--- config.mk ---
export PLATFORM = sky130hd
export DESIGN_NAME = muxn_pipe_flat
export DESIGN_NICKNAME = d
export VERILOG_FILES = /design/src/rtl/muxn_pipe_pkg.sv /design/src/rtl/muxn_pipe_if.sv /design/src/rtl/muxn_pipe_muxn.sv /design/src/rtl/muxn_pipe.sv /design/src/flat_wrapper.sv
export SDC_FILE = /design/constraint.sdc
export NUM_CORES = 1
export LEC_CHECK = 0
export ABC_AREA = 1
export BUFFER_PORTS_ARGS = -buffer_cell sky130_fd_sc_hd__buf_2
export CORE_ASPECT_RATIO = 0.8
export CORE_MARGIN = 2
export CORE_UTILIZATION = 35
export CTS_CLUSTER_DIAMETER = 200
export CTS_CLUSTER_SIZE = 12
export DETAILED_ROUTE_END_ITERATION = 10
export MAX_ROUTING_LAYER = met4
export PLACE_DENSITY = 0.61
export SLEW_MARGIN = 30
export SYNTH_ARGS = -nofsm -noshare
export SYNTH_HDL_FRONTEND = slang
export SYNTH_SLANG_ARGS = --single-unit
--- constraint.sdc ---
create_clock -name clk -period 1.85 [get_ports clk]
set_clock_uncertainty 0.15 [all_clocks]
set_input_delay 0.2775 -clock clk [delete_from_list [all_inputs] [get_ports clk]]
set_output_delay 0.2775 -clock clk [all_outputs]
set_load 0.02 [all_outputs]
--- src/rtl/muxn_pipe_pkg.sv ---
// Shared definitions for the registered N:1 select stage used at MIPS pipeline
// boundaries: input-count limits and the select legality helper.
package mips_mux_pkg;

    localparam int MAX_MUX_INPUTS = 16;
    localparam int MAX_SEL_WIDTH  = $clog2(MAX_MUX_INPUTS);

    // True when sel names an existing input of an n-input mux.
    function automatic logic sel_legal(input logic [MAX_SEL_WIDTH-1:0] sel,
                                       input int unsigned             n);
        return (32'(sel) < n);
    endfunction

endpackage

--- src/rtl/muxn_pipe_if.sv ---
// Handshake bundle for muxn_pipe: upstream item/select side and registered
// downstream side. slave is the stage, master is whoever drives it.
interface muxn_pipe_if #(
    parameter int DATA_SIZE  = 32,
    parameter int NUM_INPUTS = 4
);
    localparam int SEL_WIDTH = $clog2(NUM_INPUTS);

    logic [NUM_INPUTS*DATA_SIZE-1:0] in_data;
    logic [SEL_WIDTH-1:0]            select;
    logic                            in_valid;
    logic                            in_ready;
    logic                            flush;
    logic [DATA_SIZE-1:0]            out_data;
    logic [SEL_WIDTH-1:0]            out_sel;
    logic                            sel_err;
    logic                            out_valid;
    logic                            out_ready;

    modport slave (
        input  in_data, select, in_valid, flush, out_ready,
        output in_ready, out_data, out_sel, sel_err, out_valid
    );

    modport master (
        output in_data, select, in_valid, flush, out_ready,
        input  in_ready, out_data, out_sel, sel_err, out_valid
    );

endinterface

--- src/rtl/muxn_pipe_muxn.sv ---
// Purely combinational N:1 selector; an out-of-range select falls back to
// input 0 and raises err.
module muxn
    import mips_mux_pkg::*;
#(
    parameter int DATA_SIZE  = 32,
    parameter int NUM_INPUTS = 4
) (
    input  logic [NUM_INPUTS*DATA_SIZE-1:0]  in_data,
    input  logic [$clog2(NUM_INPUTS)-1:0]    sel,
    output logic [DATA_SIZE-1:0]             data_o,
    output logic                             err_o
);

    // Select the addressed input, or input 0 with err for an illegal index.
    always_comb begin
        data_o = in_data[0 +: DATA_SIZE];
        err_o  = 1'b0;
        if (sel_legal(MAX_SEL_WIDTH'(sel), NUM_INPUTS)) begin
            data_o = in_data[int'(sel)*DATA_SIZE +: DATA_SIZE];
        end else begin
            err_o  = 1'b1;
        end
    end

endmodule

--- src/rtl/muxn_pipe.sv ---
// Registered N:1 mux stage with valid/ready handshake, 2-entry storage (OUT +
// SKID) and synchronous flush; in_ready depends only on held state and reset.
module muxn_pipe
    import mips_mux_pkg::*;
#(
    parameter int DATA_SIZE  = 32,
    parameter int NUM_INPUTS = 4
) (
    input  logic         clk,
    input  logic         reset,
    muxn_pipe_if.slave   bus
);

    localparam int SEL_WIDTH = $clog2(NUM_INPUTS);

    typedef struct packed {
        logic [DATA_SIZE-1:0] data;
        logic [SEL_WIDTH-1:0] sel;
        logic                 err;
    } entry_t;

    logic [DATA_SIZE-1:0] mux_data;
    logic                 mux_err;
    entry_t               new_item;
    entry_t               out_q, out_d, skid_q, skid_d;
    logic                 out_valid_q, out_valid_d;
    logic                 skid_valid_q, skid_valid_d;
    logic                 in_ready;
    logic                 accept;
    logic                 pop;

    muxn #(
        .DATA_SIZE  (DATA_SIZE),
        .NUM_INPUTS (NUM_INPUTS)
    ) u_muxn (
        .in_data (bus.in_data),
        .sel     (bus.select),
        .data_o  (mux_data),
        .err_o   (mux_err)
    );

    assign new_item = '{data: mux_data, sel: bus.select, err: mux_err};
    assign in_ready = !skid_valid_q && !reset;
    assign accept   = bus.in_valid && in_ready;
    assign pop      = out_valid_q && bus.out_ready;

    // Next-state for OUT and SKID; SKID only fills when OUT is stalled.
    always_comb begin
        out_d        = out_q;
        out_valid_d  = out_valid_q;
        skid_d       = skid_q;
        skid_valid_d = skid_valid_q;
        if (bus.flush) begin
            out_valid_d  = 1'b0;
            skid_valid_d = 1'b0;
        end else if (pop) begin
            if (skid_valid_q) begin
                out_d        = skid_q;
                out_valid_d  = 1'b1;
                skid_valid_d = 1'b0;
            end else if (accept) begin
                out_d       = new_item;
                out_valid_d = 1'b1;
            end else begin
                out_valid_d = 1'b0;
            end
        end else if (!out_valid_q) begin
            if (accept) begin
                out_d       = new_item;
                out_valid_d = 1'b1;
            end else begin
                out_valid_d = 1'b0;
            end
        end else begin
            if (accept) begin
                skid_d       = new_item;
                skid_valid_d = 1'b1;
            end else begin
                skid_valid_d = skid_valid_q;
            end
        end
    end

    // Storage registers with synchronous reset.
    always_ff @(posedge clk) begin
        if (reset) begin
            out_q        <= '0;
            out_valid_q  <= 1'b0;
            skid_q       <= '0;
            skid_valid_q <= 1'b0;
        end else begin
            out_q        <= out_d;
            out_valid_q  <= out_valid_d;
            skid_q       <= skid_d;
            skid_valid_q <= skid_valid_d;
        end
    end

    assign bus.in_ready  = in_ready;
    assign bus.out_data  = out_q.data;
    assign bus.out_sel   = out_q.sel;
    assign bus.sel_err   = out_q.err;
    assign bus.out_valid = out_valid_q;

endmodule
--- src/flat_wrapper.sv ---
// flat-port wrapper written by rule: the top's interface ports become plain ports
module muxn_pipe_flat import mips_mux_pkg::*;
#(
    parameter int DATA_SIZE  = 32,
    parameter int NUM_INPUTS = 4
)
  (clk, reset, bus_in_data, bus_select, bus_in_valid, bus_flush, bus_out_ready, bus_in_ready, bus_out_data, bus_out_sel, bus_sel_err, bus_out_valid);
  muxn_pipe_if #(.DATA_SIZE(DATA_SIZE), .NUM_INPUTS(NUM_INPUTS)) bus_i ();
  input  logic clk;
  input  logic reset;
  input wire logic [$bits(bus_i.in_data)-1:0] bus_in_data;
  input wire logic [$bits(bus_i.select)-1:0] bus_select;
  input wire logic [$bits(bus_i.in_valid)-1:0] bus_in_valid;
  input wire logic [$bits(bus_i.flush)-1:0] bus_flush;
  input wire logic [$bits(bus_i.out_ready)-1:0] bus_out_ready;
  output wire logic [$bits(bus_i.in_ready)-1:0] bus_in_ready;
  output wire logic [$bits(bus_i.out_data)-1:0] bus_out_data;
  output wire logic [$bits(bus_i.out_sel)-1:0] bus_out_sel;
  output wire logic [$bits(bus_i.sel_err)-1:0] bus_sel_err;
  output wire logic [$bits(bus_i.out_valid)-1:0] bus_out_valid;
  assign bus_i.in_data = bus_in_data;
  assign bus_i.select = bus_select;
  assign bus_i.in_valid = bus_in_valid;
  assign bus_i.flush = bus_flush;
  assign bus_i.out_ready = bus_out_ready;
  assign bus_in_ready = bus_i.in_ready;
  assign bus_out_data = bus_i.out_data;
  assign bus_out_sel = bus_i.out_sel;
  assign bus_sel_err = bus_i.sel_err;
  assign bus_out_valid = bus_i.out_valid;
  muxn_pipe #(.DATA_SIZE(DATA_SIZE), .NUM_INPUTS(NUM_INPUTS)) u_core (.clk(clk), .reset(reset), .bus(bus_i));
endmodule
# Word-level counts from Yosys, hierarchy flattened
# Cells that the tools add are included.
[op_classes]
eq_ne = 1
shift = 1
mux = 8
bitwise = 2
reduce_logical = 10
[ops]
columns = ["cell", "count"]
rows = [
  ["$mux W35", 4],
  ["$shiftx A128 B8 Y32", 1],
  ["$mux W1", 4],
  ["$reduce_and A2 Y1", 2],
  ["$reduce_and A4 Y1", 1],
  ["$logic_and A1 B1 Y1", 3],
  ["$reduce_or A3 Y1", 1],
  ["$logic_not A1 Y1", 2],
  ["$ne A2 B2 Y1 const B", 1],
  ["$not A1 Y1", 2],
  ["$reduce_or A2 Y1", 1],
]
[word_totals]
ff_bits = 71
inputBits = 135

# Depth between registers and ports, before layout
# Gate-level depths: netlist of run 1.
[logic_depth]
word_depth = 6
depth_mapped = 8
ltp_nobuf = 7

# Modules after synthesis
# From an unflattened synthesis of run 1, not the netlist that was laid out.
[unflattened]
hier_cells = 891
hier_area_um2 = 5048.6
[modules_own_cells]
columns = ["mod", "instances", "cells_each", "area_per_inst_um2"]
rows = [
  ["muxn_pipe", 1, 515, 3474.6],
  ["muxn", 1, 376, 1574.0],
]

# Worst setup path before layout of run 1
# No wires, ideal clock.
[synth_path]
kind = "register to register"
startpoint = "register u_core.skid_valid_q"
endpoint = "register u_core.skid_q[10] (netlist name)"
setup_ps = 116
arrival_time_ps = 1269
slack_ps = 315
stages_incl_launch_ff = 8
n_path_buf = 1
period_less_slack_ps = 1535
cell_sequence = "dfxtp_1 -> nor2_2 -> nand2_1 -> inv_2 -> nand2_4 -> buf_2 -> a21oi_1 -> nor2_1"
[synth_via]
elab_chain_cells = 4
[synth_lines]
columns = ["element", "line_no", "rtl"]
rows = [
  ["start, declared", "muxn_pipe.sv:27", "logic skid_valid_q, skid_valid_d;"],
  ["start signal, assigned", "muxn_pipe.sv:95", "skid_valid_q <= skid_valid_d;"],
  ["$logic_not A1 Y1", "muxn_pipe.sv:43", "assign in_ready = !skid_valid_q && !reset;"],
  ["$logic_and A1 B1 Y1", "muxn_pipe.sv:43", ""],
  ["net bus_in_ready", "flat_wrapper.sv:16", "output wire logic [$bits(bus_i.in_ready)-1:0] bus_in_ready;"],
  ["$logic_and A1 B1 Y1", "muxn_pipe.sv:44", "assign accept = bus.in_valid && in_ready;"],
  ["$reduce_and A4 Y1 (no source line)", "--", ""],
  ["end signal, assigned", "muxn_pipe.sv:94", "skid_q <= skid_d;"],
  ["end, declared", "muxn_pipe.sv:25", "entry_t out_q, out_d, skid_q, skid_d;"],
]
# The timed path passes the listed nets, and every way through them passes these cells.
# A chain may end at the register's enable or synchronous reset.

# Final worst setup path of run 1
[layout_path]
startpoint = "register u_core.out_valid_q, in the netlist u_core.bus.out_valid"
endpoint = "register u_core.skid_q[16] (netlist name)"
[layout_via]
elab_chain_cells = 3
[layout_lines]
columns = ["element", "line_no", "rtl"]
rows = [
  ["start, declared", "muxn_pipe.sv:26", "logic out_valid_q, out_valid_d;"],
  ["start signal, assigned", "muxn_pipe.sv:93", "out_valid_q <= out_valid_d;"],
  ["$logic_and A1 B1 Y1", "muxn_pipe.sv:45", "assign pop = out_valid_q && bus.out_ready;"],
  ["$not A1 Y1 (no source line)", "--", ""],
  ["$reduce_and A4 Y1 (no source line) (*)", "--", ""],
]
# Every way passes the cells marked *; elsewhere a longest branch is shown, timed or not.

==> results.toml, run 1 <==
[run_status]
status = "complete, no violations"

[detailed_routing]
drtIter0Drc = 166
drc = 0
viasPerCell = 4.60
drtPass1Iterations = 4
wirelength_mm = 12.6
wire_per_inst_um = 12.4
via_count = 4648
ant_nets = 0

[worst_setup_path]
crit_buf_inv = 1
crit_fanout = 33
cp_cell_sequence = "nand2_1 > nor2_2 > nand2_4 > inv_4 > o21ai_0 > nor2_1"
arrival_ns = 1.77
crit_family = "simple AND/OR/NAND/NOR gates"
slowest_delay_ns = 0.48
crit_type = "flip-flop to flip-flop"
cp-start-kind = "flip-flop"
crit_slowest_cell = "dfxtp_1"
required_ns = 1.96
end_kind = "flip-flop"

[sta]
rsz0062_at_grt = "false"
timing.final.hold_violations = 0
worst_slew_pin_slew_ns = 0.432
slew_viol_final = 0
setup_slack_ns = 0.193
slew_headroom_pct = 71.2
period_share_pct = 89.6
fmax_ghz = 0.603
tns_ns = 0
post-route-min-period_ns = 1.66
setup_viol = 0

[floorplan]
io_pins = 172
num_rows = 36
die_w_um = 128
core_um2 = 12100
die_area_um2 = 13100
die_h_um = 103
initial_core_util_pct = 35.5

[clock_network]
cts-resized-gates = 0
path_clk_slew_ns = 0.05
htree_num_levels = 3
hold_buffers = 0
cts_setup_buffers = 0
cts_tree = "built"
root_buffer = "clkbuf_16"
numCtsBuffers = 9
clk_latency_ns = 0.33
cts_sinks = 71
clockBufferDepth = 2

[power_and_ir_drop]
power.internal_mw = 3.11
p_leak_nw = 3.06
ir_drop_v = 0.000454
power_frac_clock_pct = 44.8
seqPwrFrac_pct = 38.2
p_sw_mw = 1.07
swShare_pct = 25.6
combPwrFrac_pct = 17.0
power_density_nw_per_um2 = 749

[yosys]
synth_cells = 700
avgSynthCellArea_um2 = 6.12
yosysWarnings = 0
yosysSeqAreaShare_pct = 33.2
yosysMostFrequentCell = "nand2_1"
synth_edf_count = 0
synth_flop_cell = "dfxtp_1"
synth_nets = 835
ys_async_sr_fraction_pct = 0
synth_cell_type_count = 26
ys_ff_latch = 71
synth_top_area_cell = "dfxtp_1"
synthesis.area_um2 = 4280
synthTopCellsByCount = "nand2_1, dfxtp_1, nand3_1, a21oi_1, nor2_1"
yosysTopAreaCellShare_pct = 33.2
synth_area_leaders = "dfxtp_1, nand2_1, nand3_1, a21oi_1, a21oi_2"

[global_route]
grt_max_degree = 65
grt_pass1_wl_mm = 20.5
antenna_found_initial = 0
grt.overflow.total = 0
grt_use_total_pct = 20.2
grt_pass1_vias = 4252

[place]
place_congestion = 0.800
port_buffers = 171
place_hpwl_mm = 8.99
post_dp_cell_area_um2 = 5260
place_ws_ns = 0.202

[final_layout]
drive_gt1_share_pct = 27.8
area_delta_synth_final_pct = 30.5
stdcell_area_um2 = 5590
nNetsFinal = 989
antenna_cells = 0
fillers = 1319

[run]
cap_viol_max_count = 0

[min_path]
hold_path_class = "input port to flip-flop"
through the flow:
step                      utilization, %  hold WS [ns]  std cells  total power, mW
after floorplan                        -         0.275        700             2.06
after global placement              43.6         0.290        995             2.35
after detailed placement            43.6         0.294        995             2.35
after CTS                           46.3         0.102       1011             4.25
after global routing                46.3         0.131       1011             4.41
final                               46.3         0.119       1011             4.18
worst min-delay path, delay by kind of cell:
family,cells,cell delay [ns]
buf+inv,1,0.11
simple gates,1,0.12
compound gates,1,0.04
state kept, by name, indices dropped and copies added (netlist names):
register and cells:
u_core.bus.out_data 32, u_core.bus.out_sel 2, u_core.bus.out_valid 1, u_core.bus.sel_err 1, u_core.skid_q 34, u_core.skid_valid_q 1
cell families (layout without fill, tap and decap cells):
kind of cell           after synthesis  after routing  synth area share (%)
AO/OA/AOI/OAI                      105            105                  14.2
flip-flops                          71             71                  33.2
buffers and inverters               85            244                  9.53
AND/OR/NAND/NOR                    439            439                  43.0
power by group through the flow:
stage | combinational, mW | sequential, mW | clock, mW
CTS | 0.722 | 1.60 | 1.93
global route | 0.812 | 1.60 | 2.00
global placement | 0.723 | 1.63 | 0
finish | 0.713 | 1.60 | 1.87
floorplan | 0.386 | 1.68 | 0
detailed placement | 0.720 | 1.63 | 0
final timing paths:
path	endpoint	slack, ns	cells past startpoint	from
setup / recovery	u_core.skid_q[16]	0.19	6	u_core.bus.out_valid
hold / removal	u_core.bus.out_valid	0.12	3	reset
setup reg to reg	u_core.skid_q[16]	0.19	6	u_core.bus.out_valid
hold reg to reg	u_core.skid_q[2]	0.31	2	u_core.skid_q[2]
area by class of cell:
class                           count  area [um^2]  share of cell area, %
Clock inverter                      3         65.1                   1.16
Tap cell                          152          190                   3.40
Inverter                           40          153                   2.73
Timing Repair Buffer              188         1050                   18.7
Clock buffer                       13          260                   4.66
Multi-Input combinational cell    544         2450                   43.9
Sequential cell                    71         1420                   25.4
metal layers:
| layer | share of wire [%] | GRT usage [%] |
|---|---|---|
| met2 | 44 | 32.0 |
| met5 | 0 | - |
| met3 | 5.6 | 5.29 |
| met4 | 1.1 | 5.33 |
| met1 | 50 | 25.9 |
placed cells by master, fill, tap and decap left out, types with 7 or more instances in the layout:
cell / instances
a21oi_1: 47
a21oi_2: 19
buf_2: 171
buf_4: 12
clkbuf_16: 9
dfxtp_1: 71
inv_1: 36
nand2_1: 294
nand3_1: 64
nor2_1: 41
o21ai_0: 32
or2_0: 26
or2_2: 7
Note: power is estimated with default switching activity, not from simulation.
==> run 2: changes to the inputs <==
==> constraint.sdc (replaced) <==
create_clock -name clk -period 1.6 [get_ports clk]
set_clock_uncertainty 0.15 [all_clocks]
set_input_delay 0.24 -clock clk [delete_from_list [all_inputs] [get_ports clk]]
set_output_delay 0.24 -clock clk [all_outputs]
set_load 0.02 [all_outputs]
==> run 2 against run 1 <==
  * Sequential power up 15%
  * Core utilization up 0.86 points
  * Combinational power up 21%
  * Total power up 11%
  * Flip-flop and latch count unchanged
  * Via count up 0.73%
  * Global-route usage up 0.46 points
  * Non-clock buffer count up 6
  * Worst hold slack worse by 0.047 ns
  * First-iteration DRC count up 14%
  * Critical path type unchanged
  * Largest power group unchanged
  * Highest routed layer unchanged
==> results.toml, run 2 (synthesis results as in run 1) <==
[clock_network]
cts-resized-gates = 0
cts_setup_buffers = 0
htree_num_levels = 3
hold_buffers = 0
root_buffer = "clkbuf_16"
cts_tree = "built"
clk_latency_ns = 0.33
path_clk_slew_ns = 0.06
cts_sinks = 71
clockBufferDepth = 2
numCtsBuffers = 9

[worst_setup_path]
arrival_ns = 1.58
end_kind = "flip-flop"
slowest_delay_ns = 0.39
crit_type = "flip-flop to flip-flop"
cp-start-kind = "flip-flop"
cp_cell_sequence = "nand2_1 > nor2_2 > nand2_8 > buf_12 > a21oi_1 > nor2_1"
required_ns = 1.68
crit_fanout = 22
crit_slowest_cell = "dfxtp_2"

[detailed_routing]
wirelength_mm = 13.0
drtIter0Drc = 189
via_count = 4682
wire_per_inst_um = 12.8
viasPerCell = 4.60
drc = 0
drtPass1Iterations = 4
ant_nets = 0

[floorplan]
die_area_um2 = 13100
die_w_um = 128
num_rows = 36
io_pins = 172
core_um2 = 12100
die_h_um = 103
initial_core_util_pct = 35.5

[final_layout]
largest_register_ffs = 34
nNetsFinal = 996
drive_gt1_share_pct = 28.6
area_delta_synth_final_pct = 32.9
antenna_cells = 0
fillers = 1331
mostFrequentLayoutCell = "nand2_1"
regMostFlops = "u_core.skid_q"
layout_common_cells = "nand2_1, buf_2, dfxtp_1"

[place]
port_buffers = 171
place_congestion = 0.756
place_ws_ns = 0.0234
place_hpwl_mm = 9.26

[sta]
post-route-min-period_ns = 1.51
setup_slack_ns = 0.0934
period_share_pct = 94.2
tns_ns = 0
setup_viol = 0
worst_slew_pin_slew_ns = 0.272
fmax_ghz = 0.664
fin_hold_ws_ns = 0.0725
slew_headroom_pct = 81.8
slew_viol_final = 0
timing.final.hold_violations = 0

[run]
cap_viol_max_count = 0

[global_route]
grt.overflow.total = 0
grt_pass1_vias = 4304
grt_max_degree = 49
grt_pass1_wl_mm = 20.8
antenna_found_initial = 0
grt_use_total_pct = 20.7

[min_path]
hold_path_class = "input port to flip-flop"

[run_status]
status = "complete, no violations"

[power_and_ir_drop]
p_leak_nw = 3.09
ir_drop_v = 0.000488
power_density_nw_per_um2 = 816
-- run 2: changes by cell type in the layout (fill, tap and decap cells not counted), moves of 2 or more --
cell / change
buf_12: +5
clkbuf_8: -2
o21ai_0: -3
o21ai_1: +3
-- run 2: final cells by class --
class	count	area [um^2]	share of cell area, %
repair inverters	1	8.76	0.154
multi-input cells	544	2470	43.4
repair buffers	194	1150	20.3
well taps	152	190	3.34
clock inverters	4	47.5	0.835
clock buffers	11	233	4.09
inverters	40	165	2.90
flip-flops and latches	71	1420	25.0
-- run 2: metrics by stage --
step                std cells  power, mW  utilization [%]  cell area [um^2]
CTS                      1016       4.70             46.8              5650
detailed placement       1001       2.75             44.5              5370
finish                   1017       4.65             47.1              5690
global route             1017       4.88             47.1              5690
floorplan                 700       2.39                -              4280
global placement         1001       2.75             44.5              5370
-- run 2: metal layers --
layer / track usage, % / routed length [um]
met1: 26.2 / 6380
met2: 33.8 / 5830
met3: 4.93 / 686
met4: 4.73 / 98
met5: - / 0
-- run 2: worst max-delay path, delay by kind of cell, from the launching register on --
kind | cells | cell delay (ns)
and+or+nand+nor | 4 | 0.50
DFF | 1 | 0.39
buffers and inverters | 1 | 0.19
AOI/OAI and AO/OA | 1 | 0.16
-- run 2: path summary, 6_finish.rpt --
check | start | end | slack (ns) | cells past startpoint
max | u_core.bus.out_valid | u_core.skid_q[3] | 0.09 | 6
min | reset | u_core.bus.out_valid | 0.07 | 3
max reg2reg | u_core.bus.out_valid | u_core.skid_q[3] | 0.09 | 6
min reg2reg | u_core.bus.sel_err | u_core.bus.sel_err | 0.29 | 2
-- run 2: power by group --
group | leakage (nW) | switching, mW | total (mW) | internal [mW]
Sequential | 0.577 | 0.0242 | 1.84 | 1.82
Combinational | 2.38 | 0.508 | 0.863 | 0.355
Clock | 0.135 | 0.744 | 1.94 | 1.19
Total | 3.09 | 1.28 | 4.65 | 3.37
==> run 3: changes to the inputs <==
--- a/config.mk
+++ b/config.mk
@@ -7,11 +7,11 @@
 export LEC_CHECK = 0
 export ABC_AREA = 1
 export BUFFER_PORTS_ARGS = -buffer_cell sky130_fd_sc_hd__buf_2
-export CORE_ASPECT_RATIO = 0.8
+export CORE_ASPECT_RATIO = 1.5
 export CORE_MARGIN = 2
 export CORE_UTILIZATION = 35
 export CTS_CLUSTER_DIAMETER = 200
-export CTS_CLUSTER_SIZE = 12
+export CTS_CLUSTER_SIZE = 20
 export DETAILED_ROUTE_END_ITERATION = 10
 export MAX_ROUTING_LAYER = met4
 export PLACE_DENSITY = 0.61
==> run 3 against run 2 <==
  * Critical path type unchanged
  * Via count is 0.85% higher
  * Clock power is 2% lower
  * Largest cell class unchanged
  * Register-to-register slack better by 0.07 ns
  * Critical endpoint is now u_core.skid_q[16]
  * Sequential share of layout area is 0.17 points higher
==> results.toml, run 3 (synthesis results as in run 1) <==
[final_layout]
area_delta_synth_final_pct = 31.9
fillers = 1313
drive_gt1_share_pct = 28.2
layout_common_cells = "nand2_1, buf_2, dfxtp_1"
nNetsFinal = 993
final_cells = 1015
regMostFlops = "u_core.skid_q"
mostFrequentLayoutCell = "nand2_1"
largest_register_ffs = 34

[global_route]
grt.overflow.total = 0
grt_pass1_vias = 4397
grt_use_total_pct = 20.6
antenna_found_initial = 1
grt_pass1_wl_mm = 20.9
grt_max_degree = 67

[clock_network]
path_clk_slew_ns = 0.05
hold_buffers = 0
cts_sinks = 71
root_buffer = "clkbuf_16"
clockBufferDepth = 2
numCtsBuffers = 9
htree_num_levels = 3
cts_tree = "built"
clk_latency_ns = 0.33

[sta]
setup_viol = 0
tns_ns = 0
period_share_pct = 89.8
worst_slew_pin_slew_ns = 0.288
rsz0062_at_grt = "false"
slew_viol_final = 0
fmax_ghz = 0.696
post-route-min-period_ns = 1.44
timing.final.hold_violations = 0
fin_hold_ws_ns = 0.0884
slew_headroom_pct = 80.8

[floorplan]
die_w_um = 94.3
die_area_um2 = 13200
num_rows = 49
die_h_um = 139
io_pins = 172
initial_core_util_pct = 35.8
core_um2 = 12000

[worst_setup_path]
crit_path_end = "u_core.skid_q[16]"
rrSetupSlack_ns = 0.16
worst_r2r_path_depth = 7
r2r_start = "u_core.skid_valid_q"
required_ns = 1.66
startpoint = "u_core.skid_valid_q"
crit_type = "flip-flop to flip-flop"
arrival_ns = 1.50
crit_fanout = 21
end_kind = "flip-flop"
r2r-end = "u_core.skid_q[16]"
cp-start-kind = "flip-flop"

[power_and_ir_drop]
power_density_nw_per_um2 = 814
ir_drop_v = 0.000514
totalPowerFinal_mw = 4.60
p_leak_nw = 3.09

[detailed_routing]
ant_nets = 0
viasPerCell = 4.65
wire_per_inst_um = 13.0
drc = 0
via_count = 4722
drtIter0Drc = 189
drtPass1Iterations = 4
wirelength_mm = 13.2

[place]
port_buffers = 171
placed_cells = 999
place_congestion = 0.804
place_hpwl_mm = 9.34

[min_path]
hold_path_class = "input port to flip-flop"

[run]
cap_viol_max_count = 0

[run_status]
status = "complete, no violations"
## run 3: cell types whose count changed in the layout (fill, tap and decap cells not counted), sizes merged
cell | previous run | this run
clkinvlp | 1 | 0
diode | 0 | 1
clkinv | 3 | 0
bufinv | 1 | 0
buf | 194 | 192
clkbuf | 11 | 14
## run 3: worst max-delay path: stages, from the launching register on
cell and delay, ns:
dfxtp_1 0.33, nor2_2 0.15, nand2_2 0.10, inv_2 0.11
nand2_4 0.08, buf_12 0.16, a21oi_1 0.16, nor2_1 0.07
## run 3: where the power goes
group          internal, mW  total, mW  switching (mW)
registers              1.82       1.85          0.0273
clock network          1.20       1.90           0.695
logic                 0.350      0.851           0.501
## run 3: what timing repair did
item / in CTS / in global routing
gates resized for setup: 0 / 2
buffers inserted: 0 / 1
setup endpoints to repair: 0 / 28
## run 3: how the worst min path moves through the flow
| stage | start | end | slack [ns] | cells after the start |
|---|---|---|---|---|
| floorplan | bus_flush | u_core.bus.out_valid | 0.26 | 2 |
| global placement | u_core.bus.sel_err | u_core.bus.sel_err | 0.28 | 2 |
| detailed placement | u_core.bus.sel_err | u_core.bus.sel_err | 0.29 | 2 |
| CTS | reset | u_core.bus.out_valid | 0.08 | 3 |
| global route | bus_out_ready | u_core.skid_valid_q | 0.1 | 3 |
| finish | bus_out_ready | u_core.skid_valid_q | 0.09 | 3 |
## run 3: area by class of cell
cell class / count / area, um^2 / area share [%]
Antenna cell: 1 / 2.50 / 0.0443
Clock buffer: 14 / 284 / 5.03
Inverter: 40 / 155 / 2.75
Multi-Input combinational cell: 544 / 2450 / 43.5
Sequential cell: 71 / 1420 / 25.2
Tap cell: 153 / 191 / 3.39
Timing Repair Buffer: 192 / 1140 / 20.2
## run 3: stage by stage
| stage | cell area, um^2 | worst slack, ns | utilization, % |
|---|---|---|---|
| 4_1_cts | 5630 | 0.0774 | 47.1 |
| 6_report | 5650 | 0.164 | 47.2 |
| 3_3_place_gp | 5350 | 0.124 | 44.7 |
| 5_1_grt | 5650 | 0.0505 | 47.2 |
| 2_1_floorplan | 4280 | 0.0654 | - |
| 3_5_place_dp | 5350 | 0.0827 | 44.7 |
## run 3: layer usage
metal	vias to the layer above	wire length [um]	GRT usage, %
met5	-	0	-
met4	0	284	7.40
met3	16	710	3.84
met2	121	6860	36.1
met1	2063	5350	23.1
li1	2522	-	-
